[src/rtl/dtw_core_ctrl.sv]
// dtw_core_ctrl: upstream sequencer for dtw_core_datapath.
// Buffers one query squiggle (sq_valid/sq_ready), clears the core for one
// cycle, then streams reference words from a sync-read memory in lockstep
// with the buffered squiggle. Waits for core_done, flushes the core pipeline
// for two cycles, and returns the captured min cost/position via res_valid/res_ready.
// Ports:
//   clk, rst                      clock, synchronous active-high reset
//   sq_valid, sq_data, sq_ready   query sample input handshake
//   ref_len_cfg                   reference length, latched with first sample
//   ref_rd_en, ref_addr, ref_data reference memory read port (1-cycle latency)
//   core_*                        drive/observe the DTW core datapath
//   res_valid, res_ready,
//   res_minval, res_position      result handshake
//   busy                          high whenever not idle
// Optional feature macro DTW_MATCH_THRESH_EN adds input thresh (latched with
// the first sample) and output res_match = captured minval < thresh.
module dtw_core_ctrl #(
  parameter int width    = 16,
  parameter int SQG_SIZE = 10,
  parameter int REF_SIZE = 1000
) (
  input  logic                clk,
  input  logic                rst,
  input  logic                sq_valid,
  input  logic [width-1:0]    sq_data,
  output logic                sq_ready,
  input  logic [31:0]         ref_len_cfg,
  output logic                ref_rd_en,
  output logic [(REF_SIZE > 1 ? $clog2(REF_SIZE) : 1)-1:0] ref_addr,
  input  logic [width-1:0]    ref_data,
  output logic                core_rst,
  output logic                core_running,
  output logic [width-1:0]    core_squiggle,
  output logic [width-1:0]    core_rword,
  output logic [31:0]         core_ref_len,
  input  logic [width-1:0]    core_minval,
  input  logic [31:0]         core_position,
  input  logic                core_done,
  output logic                res_valid,
  input  logic                res_ready,
  output logic [width-1:0]    res_minval,
  output logic [31:0]         res_position,
`ifdef DTW_MATCH_THRESH_EN
  input  logic [width-1:0]    thresh,
  output logic                res_match,
`endif
  output logic                busy
);
  localparam int ADDR_W = REF_SIZE > 1 ? $clog2(REF_SIZE) : 1;
  localparam int IW     = SQG_SIZE > 1 ? $clog2(SQG_SIZE) : 1;
  typedef enum logic [2:0] {IDLE, LOAD, CLR, RUN, DRAIN, RESULT} state_t;
  state_t            state_q, state_d;
  logic [IW-1:0]     idx_q, idx_d;
  logic [31:0]       t_q, t_d, len_q, len_d;
  logic              drain_q, drain_d;
  logic              rd_q;
  logic [width-1:0]  res_min_q, res_min_d;
  logic [31:0]       res_pos_q, res_pos_d;
  logic [width-1:0]  sqbuf_q [SQG_SIZE];
  logic              store;
  logic              run;
  always_comb begin
    state_d   = state_q;
    idx_d     = idx_q;
    t_d       = t_q;
    len_d     = len_q;
    drain_d   = drain_q;
    res_min_d = res_min_q;
    res_pos_d = res_pos_q;
    store     = 1'b0;
    case (state_q)
      IDLE: if (sq_valid) begin
        store   = 1'b1;
        idx_d   = IW'(1);
        len_d   = ref_len_cfg > 32'(REF_SIZE) ? 32'(REF_SIZE) : ref_len_cfg;
        state_d = SQG_SIZE == 1 ? CLR : LOAD;
      end
      LOAD: if (sq_valid) begin
        store   = 1'b1;
        idx_d   = idx_q + IW'(1);
        state_d = idx_q == IW'(SQG_SIZE - 1) ? CLR : LOAD;
      end
      CLR: begin
        t_d     = '0;
        drain_d = 1'b0;
        if (len_q == '0) begin
          res_min_d = '1;
          res_pos_d = '0;
          state_d   = RESULT;
        end else begin
          state_d = RUN;
        end
      end
      RUN: begin
        t_d     = t_q + 32'd1;
        state_d = core_done ? DRAIN : RUN;
      end
      // Two flush cycles let the core's lastrow/min pipeline settle before capture.
      DRAIN: begin
        drain_d = 1'b1;
        if (drain_q) begin
          res_min_d = core_minval;
          res_pos_d = core_position;
          state_d   = RESULT;
        end
      end
      RESULT: state_d = res_ready ? IDLE : RESULT;
      default: state_d = IDLE;
    endcase
  end
  always_ff @(posedge clk) begin
    if (rst) begin
      state_q   <= IDLE;
      idx_q     <= '0;
      t_q       <= '0;
      len_q     <= '0;
      drain_q   <= 1'b0;
      rd_q      <= 1'b0;
      res_min_q <= '1;
      res_pos_q <= '0;
    end else begin
      state_q   <= state_d;
      idx_q     <= idx_d;
      t_q       <= t_d;
      len_q     <= len_d;
      drain_q   <= drain_d;
      rd_q      <= ref_rd_en;
      res_min_q <= res_min_d;
      res_pos_q <= res_pos_d;
    end
  end
  always_ff @(posedge clk) begin
    if (store) sqbuf_q[state_q == IDLE ? IW'(0) : idx_q] <= sq_data;
  end
  assign run          = !rst && state_q == RUN;
  assign sq_ready     = !rst && (state_q == IDLE || state_q == LOAD);
  assign core_rst     = rst || state_q == CLR;
  assign core_running = !rst && (state_q == RUN || state_q == DRAIN);
  assign ref_rd_en    = run && t_q < len_q;
  assign ref_addr     = ref_rd_en ? ADDR_W'(t_q) : '0;
  // rd_q marks that last cycle issued a read, so ref_data holds word t-1; otherwise pad.
  assign core_rword    = run && t_q != '0 ? (rd_q ? ref_data : '1) : '0;
  assign core_squiggle = run && t_q != '0 && t_q <= 32'(SQG_SIZE) ? sqbuf_q[IW'(t_q - 32'd1)] : '0;
  assign core_ref_len  = len_q;
  assign res_valid     = !rst && state_q == RESULT;
  assign res_minval    = res_min_q;
  assign res_position  = res_pos_q;
  assign busy          = state_q != IDLE;
`ifdef DTW_MATCH_THRESH_EN
  logic [width-1:0] thr_q;
  logic             match_q;
  always_ff @(posedge clk) begin
    if (rst) begin
      thr_q   <= '0;
      match_q <= 1'b0;
    end else begin
      if (state_q == IDLE && sq_valid) thr_q <= thresh;
      if (state_d == RESULT && state_q != RESULT) match_q <= res_min_d < thr_q;
    end
  end
  assign res_match = match_q;
`endif
endmodule

[config.mk]
export PLATFORM = sky130hd
export DESIGN_NAME = dtw_core_ctrl
export DESIGN_NICKNAME = d
export VERILOG_FILES = /design/src/rtl/dtw_core_ctrl.sv
export SDC_FILE = /design/constraint.sdc
export NUM_CORES = 1
export LEC_CHECK = 0
export CAP_MARGIN = 10
export CORE_ASPECT_RATIO = 1.1
export CORE_MARGIN = 2
export CORE_UTILIZATION = 50
export CTS_CLUSTER_DIAMETER = 80
export DETAILED_ROUTE_END_ITERATION = 8
export PLACE_DENSITY = 0.83
export SYNTH_ARGS = -nofsm -noshare
export SYNTH_HDL_FRONTEND = slang
export SYNTH_SLANG_ARGS = --single-unit
[constraint.sdc]
create_clock -name clk -period 6.9 [get_ports clk]
set_clock_uncertainty 0.1 [all_clocks]
set_input_delay 0.69 -clock clk [delete_from_list [all_inputs] [get_ports clk]]
set_output_delay 0.69 -clock clk [all_outputs]
set_load 0.01 [all_outputs]
==> flow_summary_export.csv <==
group,metric,value,unit
run_status,status,"complete, no violations",
final_layout,area.growth.synth_to_final,29.9,%
final_layout,final_common_cell,"clkdlybuf4s50_1",
power,power.density,217,nW/um^2
placement,io_buffers,244,
floorplanning,die_h,168,um
global_routing,grt_pass1_vias,8804,
cts,cts-buffers-inserted,28,
power,p_clk_share,43.2,%
cts,cts_tree,"yes",
timing,rsz0062_at_grt,"false",
cts,clk_pin_slew,0.06,ns
drt,ant_nets,0,
cts,ctsLongestPathBuffers,3,
setup_path,startpoint_type,"flip-flop",
floorplanning,core,23800,um^2
setup_path,crit_path_end_kind,"primary output",
synthesis,yosysWarnings,0,
cts,insertion_delay,0.55,ns
synthesis,synth-edff-count,160,
setup_path,crit_fanout,53,
drt,vias,8972,
floorplanning,start_util,51.2,%
final_layout,layout-drive-gt1-share,9.83,%
timing,fmax,210,MHz
synthesis,synth.distinct_cells,62,
synthesis,synth_nets,1151,
cts,cts_max_level,1,
drt,drt-total-wl,30700,um
floorplanning,fp.dieW,153,um
synthesis,yosys_register_bits,281,
timing,timing.max_slew.rel_slack,25.9,%
synthesis,netlist_area,12200,um^2
timing,hold_viol,0,
global_routing,antenna_found_initial,1,
synthesis,avgSynthCellArea,12.2,um^2
floorplanning,io_pins,245,
run,max-cap-violations,0,
placement,routabilityCongestion,0.859,
floorplanning,rows,59,
power,p_total,3.44,mW
drt,vias_per_cell,5.77,
synthesis,synth_flop_cell,"edfxtp_1",
synthesis,async_flop_share,0,%
power,p_sw,0.721,mW
final_layout,register_area,7230,um^2
timing,hold_slack,0.381,ns
power,combPwrFrac,4.6,%
timing,max_slew.worst_pin.slew,1.11,ns
drt,drc,0,
power,p_leak,5.38,nW
synthesis,syn_inst,998,
timing,setup_tns,0,ns
setup_path,cp_data_arrival_time,3.96,ns
cts,cts_hold_repair.buffers,0,
timing,maxSlewViolCount,0,
power,p_int,2.72,mW
drt,first_pass_iters,5,
setup_path,cp.required,6.11,ns
global_routing,grt_pass1_wl,48200,um
global_routing,grt_overflow,0,
cts,post_cts_buffers,0,
global_routing,track_usage,23.5,%
global_routing,grt_max_degree,57,
power,seq_power_share,52.2,%
cts,root_buffer,"clkbuf_16",
hold_path,min-delay-path-class,"flip-flop to flip-flop",
power,swShare,21.0,%
timing,min_period_over_period,68.9,%
cts,cts_resized,0,
final_layout,mostFrequentLayoutCells,"clkdlybuf4s50_1 (243), edfxtp_1 (160), dfxtp_1 (120)",
final_layout,diodes,0,
timing,min_period,4.75,ns
drt,drtIter0Drc,622,
timing,setup_viol,0,
placement,post-dp-hpwl,20600,um
final_layout,final.fill_count,1753,
final_layout,nNetsFinal,1382,
drt,routedWlPerCell,19.7,um
synthesis,synth_seq_area_share,59.2,%
final_layout,multi_input_area,4510,um^2
setup_path,critPathKind,"flip-flop to primary output",
setup_path,regToRegSetupSlack,3.81,ns
final_layout,fin_util,66.5,%
floorplanning,die-area,25700,um^2
cts,clock_sinks,281,
power,peakVddDrop,0.261,mV
==> state kept, by name, summed over array words and instances (netlist names) <==
| name | count |
|---|---|
| idx_q | 4 |
| res_position | 32 |
| t_q | 32 |
| res_minval | 16 |
| drain_q | 1 |
| core_ref_len | 32 |
| state_q | 3 |
| sqbuf_q | 160 |
| rd_q | 1 |
==> stage by stage <==
step	area (um^2)	cells	setup slack (ns)
after floorplan	12200	998	3.11
after global placement	14900	1504	2.75
after detailed placement	14900	1504	2.69
after CTS	15800	1556	2.07
after global routing	15800	1556	1.86
final	15800	1556	2.15
==> synth_stat cells, types with 6 or more instances <==
cell | n | area share (%)
a211oi_1 | 26 | 1.6
a211oi_2 | 10 | 1.0
a21oi_1 | 48 | 2.0
a221oi_1 | 7 | 0.50
a22oi_1 | 38 | 2.3
buf_2 | 16 | 0.66
clkbuf_1 | 36 | 1.1
dfxtp_1 | 121 | 20
edfxtp_1 | 160 | 39
ha_1 | 36 | 3.7
inv_1 | 67 | 2.1
mux2i_1 | 18 | 1.5
mux4_2 | 32 | 5.9
nand2_1 | 34 | 1.0
nand2b_1 | 10 | 0.51
nand3_1 | 26 | 1.1
nand4_1 | 20 | 1.0
nor2_1 | 89 | 2.7
nor2b_1 | 18 | 0.92
nor3_1 | 40 | 1.6
nor4_1 | 29 | 1.5
o21ai_0 | 10 | 0.41
o21bai_1 | 6 | 0.37
o22a_1 | 12 | 0.86
xnor2_1 | 16 | 1.1
xor2_1 | 10 | 0.72
==> metal layers <==
metal	vias to the layer above	share of wire, %	global-route usage, %
met2	333	52	42.4
met1	4377	39	29.2
met5	-	0.036	0
li1	4202	-	-
met3	58	6.5	4.14
met4	2	2.3	6.36
==> path summary, 6_finish.rpt <==
path,startpoint,to,cells past startpoint
max,t_q[0]$_SDFFE_PP0P_,core_squiggle[1],6
min,res_minval[11]$_SDFFE_PP1P_,res_minval[11]$_SDFFE_PP1P_,1
max reg2reg,t_q[0]$_SDFFE_PP0P_,t_q[30]$_SDFFE_PP0P_,7
min reg2reg,res_minval[11]$_SDFFE_PP1P_,res_minval[11]$_SDFFE_PP1P_,1
==> cells by family after synthesis <==
family                     count (synthesis)  share of synthesized area (%)
and+or+nand+nor                          297                           12.7
DFF                                      281                           59.2
AOI/OAI and AO/OA                        178                           10.6
buffers and inverters                    128                           4.27
muxes                                     52                           7.57
adders and majority gates                 36                           3.69
xor gates and xnor gates                  26                           1.87
==> cell type report <==
cell class                 count  area share, %
tap                          305           2.41
timing repair buffer         261           16.2
clock buffer                  34           4.70
inverter                      68           1.61
sequential                   281           45.6
clock inverter                18           1.04
multi-input combinational    589           28.4
==> critical path, cell delays in order, from the launching register on <==
cell	delay (ns)
dfxtp_4	0.34
buf_4	0.73
nor3_1	0.27
xor2_4	0.89
a211oi_1	0.10
a211oi_1	0.45
clkdlybuf4s50_1	0.64
==> power groups by stage <==
stage               Clock (mW)  Sequential [mW]  Combinational (mW)
floorplan                    0             1.83              0.0542
global placement             0             1.83               0.155
detailed placement           0             1.83               0.158
CTS                       1.51             1.80               0.159
global route              1.58             1.80               0.172
finish                    1.48             1.80               0.158
(Power assumes the default switching activity.)
